`config.mk`:
```
export PLATFORM = sky130hd
export DESIGN_NAME = sliding_window_gen
export DESIGN_NICKNAME = d
export VERILOG_FILES = /design/src/rtl/sliding_window_gen.sv
export SDC_FILE = /design/constraint.sdc
export NUM_CORES = 1
export LEC_CHECK = 0
export CORE_MARGIN = 2
export CORE_UTILIZATION = 35
export CTS_CLUSTER_DIAMETER = 100
export DETAILED_ROUTE_END_ITERATION = 6
export GPL_TIMING_DRIVEN = 0
export HOLD_SLACK_MARGIN = 0.02
export MAX_ROUTING_LAYER = met4
export PLACE_DENSITY = 0.56
export SETUP_SLACK_MARGIN = 0.15
export SLEW_MARGIN = 15
export SYNTH_ARGS = -nofsm -noshare
export SYNTH_HDL_FRONTEND = slang
export SYNTH_SLANG_ARGS = --single-unit
```
`constraint.sdc`:
```
create_clock -name clk -period 6.2 [get_ports clk]
set_clock_uncertainty 0.1 [all_clocks]
set_input_delay 1.24 -clock clk [delete_from_list [all_inputs] [get_ports clk]]
set_output_delay 1.24 -clock clk [all_outputs]
set_load 0.02 [all_outputs]
```
`src/rtl/sliding_window_gen.sv`:
```
// Line-buffer sliding-window generator: turns a raster pixel stream into
// every KxK stride-1 window of an IMG_H x IMG_W frame, one window per beat.
//
// Ports:
//   clk, rst                      clock, synchronous active-high reset
//   data_in, valid_in, ready_in   input pixel stream (valid/ready)
//   win_out, valid_out, ready_out flattened window stream (valid/ready)
//   last_out                      marks the final window of a frame
module sliding_window_gen #(
    parameter int DATA_WIDTH = 8,
    parameter int IMG_W      = 32,
    parameter int IMG_H      = 32,
    parameter int K          = 3
) (
    input  logic                         clk,
    input  logic                         rst,
    input  logic [DATA_WIDTH-1:0]        data_in,
    input  logic                         valid_in,
    output logic                         ready_in,
    output logic [K*K*DATA_WIDTH-1:0]    win_out,
    output logic                         valid_out,
    input  logic                         ready_out,
    output logic                         last_out
);

    localparam int CW = (IMG_W > 1) ? $clog2(IMG_W) : 1;
    localparam int RW = (IMG_H > 1) ? $clog2(IMG_H) : 1;

    logic [CW-1:0]         col;
    logic [RW-1:0]         row;
    logic                  accept;
    logic                  col_last;
    logic                  row_last;
    logic                  complete;

    // lbuf[j] holds the row j+1 above the current row; not reset
    logic [DATA_WIDTH-1:0] lbuf [K-1][IMG_W];
    logic [DATA_WIDTH-1:0] win  [K][K];
    logic [DATA_WIDTH-1:0] new_col [K];

    assign ready_in = !rst && (!valid_out || ready_out);
    assign accept   = valid_in && ready_in;
    assign col_last = (col == CW'(IMG_W - 1));
    assign row_last = (row == RW'(IMG_H - 1));
    assign complete = (row >= RW'(K - 1)) && (col >= CW'(K - 1));

    // Incoming right column, top (oldest row) to bottom (data_in)
    always_comb begin
        for (int i = 0; i < K - 1; i++) begin
            new_col[i] = lbuf[K-2-i][col];
        end
        new_col[K-1] = data_in;
    end

    // Vertical shift of the column held in the line buffers
    always_ff @(posedge clk) begin
        if (accept) begin
            lbuf[0][col] <= data_in;
            for (int j = 1; j < K - 1; j++) begin
                lbuf[j][col] <= lbuf[j-1][col];
            end
        end
    end

    // Window register: shift left, new column enters on the right.
    // Stalls naturally hold it, since no accept happens while stalled.
    always_ff @(posedge clk) begin
        if (rst) begin
            for (int i = 0; i < K; i++) begin
                for (int j = 0; j < K; j++) begin
                    win[i][j] <= '0;
                end
            end
        end else if (accept) begin
            for (int i = 0; i < K; i++) begin
                for (int j = 0; j < K - 1; j++) begin
                    win[i][j] <= win[i][j+1];
                end
                win[i][K-1] <= new_col[i];
            end
        end
    end

    for (genvar gi = 0; gi < K; gi++) begin : g_row
        for (genvar gj = 0; gj < K; gj++) begin : g_col
            assign win_out[(gi*K+gj)*DATA_WIDTH +: DATA_WIDTH] = win[gi][gj];
        end
    end

    always_ff @(posedge clk) begin
        if (rst) begin
            col <= '0;
            row <= '0;
        end else if (accept) begin
            if (col_last) begin
                col <= '0;
                row <= row_last ? '0 : row + 1'b1;
            end else begin
                col <= col + 1'b1;
            end
        end
    end

    always_ff @(posedge clk) begin
        if (rst) begin
            valid_out <= 1'b0;
            last_out  <= 1'b0;
        end else if (accept) begin
            valid_out <= complete;
            last_out  <= complete && row_last && col_last;
        end else if (ready_out) begin
            valid_out <= 1'b0;
            last_out  <= 1'b0;
        end
    end

endmodule

```
* Yosys cells after proc, flatten, opt, wreduce, memory -nomap -nowiden
Memory sizes are Yosys's and may differ from the RTL's. Cells that the tools add are included. W data, S select, Z words.
Word-level totals: flip-flop bits (word level) 12, RAM bits 584, input port bits 12, output and inout port bits 75, logic and storage cells 63, memories kept 2
Memories:
- lbuf | words 2, width 256, rd ports 2, clocked after Yosys merged registers in 0, wr ports 2, RTL line 37 | logic [DATA_WIDTH-1:0] lbuf [K-1][IMG_W];
- win | words 3, width 24, rd ports 3, clocked after Yosys merged registers in 0, wr ports 3, RTL line 38 | logic [DATA_WIDTH-1:0] win [K][K];
Operators by class: add/sub/neg operators 2, magnitude comparators 4, equality and inequality tests 2, mux-type cells 28, bitwise gates (word level) 10, reductions and logical operators 11
Operators by type and width (count):
- $mux W256 | 1
- $mux W8 | 14
- $bmux W8 S5 | 2
- $demux W8 S5 | 1
- $add A5 B1 Y5 const B | 2
- $eq A5 B5 Y1 const B | 2
- $ge A5 B2 Y1 const B | 2
- $mux W5 | 2
- $or A1 B1 Y1 | 9
- $mux W1 | 8
- $ge A6 B6 Y1 const B | 1
- $logic_and A1 B1 Y1 | 6
- $lt A6 B1 Y1 const B | 1
- $not A5 Y6 | 1
- $logic_not A1 Y1 | 2
- $reduce_and A2 Y1 | 1
- $reduce_bool A2 Y1 | 1
- $logic_or A1 B1 Y1 | 1

* Longest topological paths before layout
depth in word-level cells 8, mapped depth 9, depth with buffers taken out 6

* Worst setup path before layout
OpenSTA, ideal clock, no wires.
path kind input -> register, from in ready_out, to mem win[0][0] (netlist bit), enable pin, setup time 0.743 ns, arrival time 3.059 ns, required time 5.357 ns, path slack 2.298 ns, cell stages on the path 4, path buffers 1, cells stage by stage nand2b_1 > nand3_1 > clkbuf_1 > nand2_1
RTL lines:
- from (decl) | RTL line 22 | input logic ready_out,
- to (decl) | RTL line 38

* Worst setup path after layout
from in rst, to out ready_in
Between the ends: word-level cells in the longest chain between the ends 2
Ends and longest elaborated chain:
- from (decl) | RTL line 16 | input logic rst,
- $logic_not A1 Y1 | RTL line 41 | assign ready_in = !rst && (!valid_out || ready_out);
- $logic_and A1 B1 Y1 | RTL line 41
- to (decl) | RTL line 19 | output logic ready_in,
Every way passes these cells.

==> flow_summary.json <==
{
  "status": "complete, no violations",
  "critPathLaunch": "rst",
  "total_power_w": 0.008419,
  "finish.instance_area_um2": 27260,
  "clkSinkCount": 596,
  "drv_cap": 0,
  "avgRoutedWirePerCell_um": 25.29,
  "worstHoldPathType": "register to register",
  "drive_above_1_share": 0.1506,
  "power.density_nw_per_um2": 308.8,
  "layout_min_cycle_time_ns": 4.230,
  "coreArea_um2": 65390,
  "chipHeight_um": 260.5,
  "n_antenna_cell": 0,
  "path_buf_inv": 3,
  "first_iter_violations": 1323,
  "cts_tree": "built",
  "area_growth_syn_to_layout_pct": 18.45,
  "yosysSeqAreaShare": 0.7723,
  "die_area_um2": 67830,
  "die-width_um": 260.5,
  "rrSetupSlack_ns": 2.02,
  "synth_edf_count": 584,
  "ys_ff_latch": 596,
  "h-tree-depth": 2,
  "synth_flop_cell": "edfxtp_1",
  "cp_slowest_cell": "clkdlybuf4s50_1",
  "rows": 94,
  "yosys.cell_types.count": 40,
  "setup_viol": 0,
  "syn_area_um2": 23020,
  "r2r-start": "col[1]$_SDFFE_PP0P_",
  "cts.repair.resized": 0,
  "critPathMaxFanout": 10,
  "grt_use_met1": 0.2385,
  "critical_path_required_ns": 4.86,
  "cts_max_path_buffers": 3,
  "postCtsHoldBufs": 0,
  "fin_nets": 1497,
  "arrival_ns": 2.89,
  "totalWireLength_mm": 60.32,
  "antenna_left": 0,
  "grt_max_degree": 41,
  "antenna_found_initial": 3,
  "ff2ff_path_depth": 7,
  "cp_cell_sequence": "clkdlybuf4s50_1 -> clkbuf_1 -> nor2_1 -> clkdlybuf4s50_1",
  "hold_violations": 0,
  "first_global_vias": 12303,
  "critPathMaxStageDelay_ns": 0.58,
  "leakage_nw": 8.463,
  "hpwl_mm": 40.14,
  "syn-num-nets": 1319,
  "firstDrtPassIters": 5,
  "dpl-instance-area_um2": 25470,
  "gp_congestion": 0.8492,
  "grt.busiest_layer": "met2",
  "clock-root-buffer": "clkbuf_16",
  "vias": 12509,
  "drcViolationCount": 0,
  "yosys_warnings": 0,
  "start_util": 0.3520,
  "grt_remaining_overflow": 0,
  "fin_setup_tns_ns": 0,
  "clkTransAtPathRegs_ns": 0.06,
  "setup_ws_ns": 1.970,
  "timing.fmax_mhz": 236.4,
  "slew_headroom": 0.1300,
  "crit_path_start_kind": "input pin",
  "grtUsageMet3": 0.04225,
  "worstReg2RegEnd": "lbuf[0][441]$_DFFE_PP_",
  "port_buffers": 86,
  "end_kind": "output pin",
  "whs_ns": 0.3775,
  "postCtsSetupBuffers": 0,
  "pre_cts_ws_ns": 1.681,
  "grt_pass1_wl_mm": 85.71,
  "netlist_instances": 1299,
  "crit_family": "buffers and inverters",
  "vias_per_cell": 5.245,
  "crit_cells": 4,
  "worstSetupPathType": "input pin to output pin",
  "met2_usage": 0.2846,
  "worst_slew_pin_slew_ns": 1.293,
  "pin_count": 87,
  "cts_buffers": 60,
  "final-max-slew-violation-count": 0,
  "rsz0062_at_grt": "false",
  "grt.total_usage": 0.1828,
  "endpoint": "ready_in",
  "period_share": 0.6823,
  "clock_latency_ns": 0.63,
  "vdd_drop_max_mv": 0.2679,
  "async_flop_share": 0,
  "cpMostUsedCell": "clkdlybuf4s50_1",
  "synth_area_per_cell_um2": 17.72
}
-- worst register-to-register path: stages (launching register included) --
cell and delay (ns):
dfxtp_1 0.40, buf_2 0.32, buf_2 0.27, buf_2 0.39, mux2i_1 0.31, o22ai_1 0.11, nor4_1 0.80, nand2_1 0.93
-- synthesized netlist by cell type, drive strengths merged, types with 6 or more instances --
cell type,instances,share of area
ha,8,0.0043
dfxtp,12,0.010
nor2,49,0.0080
buf,56,0.015
mux2i,256,0.11
and2,56,0.015
nand2,19,0.0031
clkbuf,21,0.0036
nand4bb,6,0.0029
a31oi,10,0.0027
edfxtp,584,0.76
o22ai,128,0.035
nor4,24,0.0065
a21oi,16,0.0035
-- logic make-up (layout without fill, tap and decap cells) --
| family | Yosys count | after routing | synth area share |
|---|---|---|---|
| simple gates | 194 | 194 | 0.04843 |
| compound gates | 164 | 164 | 0.04452 |
| mux | 256 | 256 | 0.1113 |
| buf+inv | 81 | 303 | 0.01908 |
| flops | 596 | 596 | 0.7723 |
| fa+ha+maj | 8 | 8 | 0.004349 |
-- flip-flops by register name, indices dropped and copies added (netlist names) --
signal / count
lbuf: 512
valid_out: 1
win: 72
col: 5
row: 5
last_out: 1
-- power breakdown --
part	internal, W	switching [W]
combinational	0.000174	0.000373
clock	0.00186	0.00148
sequential	0.00452	0.0000173
-- through the flow --
stage          utilization  std cells
2_1_floorplan            -       1299
5_1_grt             0.4169       2385
6_report            0.4169       2385
3_3_place_gp        0.3817       2249
3_5_place_dp        0.3895       2279
4_1_cts             0.4168       2385
-- layer usage --
metal,up-vias,wire (um),share of wire
li1,5536,-,-
met1,6372,25450,0.42
met2,508,28130,0.47
met3,93,5059,0.084
met4,0,1685,0.028
met5,-,0,0
-- worst min path at each step --
stage	start	end	slack [ns]	depth (start not counted)
after floorplan	row[4]$_SDFFE_PP0P_	row[4]$_SDFFE_PP0P_	0.35	2
after global placement	row[4]$_SDFFE_PP0P_	row[4]$_SDFFE_PP0P_	0.38	2
after CTS	row[4]$_SDFFE_PP0P_	row[4]$_SDFFE_PP0P_	0.38	2
after global routing	row[4]$_SDFFE_PP0P_	row[4]$_SDFFE_PP0P_	0.42	2
final	row[4]$_SDFFE_PP0P_	row[4]$_SDFFE_PP0P_	0.38	2
after detailed placement	row[4]$_SDFFE_PP0P_	row[4]$_SDFFE_PP0P_	0.37	2
-- cell type report --
| cell class | count | area (um2) |
|---|---|---|
| inverter | 4 | 15.01 |
| multi-input combinational | 622 | 4975 |
| sequential | 596 | 17780 |
| tap | 864 | 1081 |
| clock buffer | 66 | 1545 |
| buffer | 77 | 424.2 |
| fill | 5842 | 38130 |
| timing repair buffer | 116 | 1209 |
| clock inverter | 40 | 239.0 |
-- layout by cell type (no fill, tap or decap), types with 3 or more instances in the layout --
cell type / n
nor3_2: 4
a31oi_1: 10
nor2_2: 21
nand3b_1: 3
buf_6: 18
and2_1: 56
nand3_1: 5
o22ai_1: 126
nand4b_1: 4
buf_8: 15
nand2_2: 6
dfxtp_1: 12
o21ai_0: 5
nand4_1: 3
mux2i_1: 256
clkinv_1: 20
a21oi_1: 16
nor4_1: 20
clkbuf_16: 61
and3_1: 3
buf_4: 8
clkbuf_2: 4
clkinv_2: 14
ha_1: 8
nand2_1: 12
inv_1: 4
clkbuf_1: 22
buf_2: 52
or4_1: 4
nor2_4: 7
edfxtp_1: 584
nor2_1: 21
clkdlybuf4s50_1: 78
nand4bb_1: 6
or3_1: 4
nor4_2: 4
No activity file was read; power rests on OpenSTA's default activity.
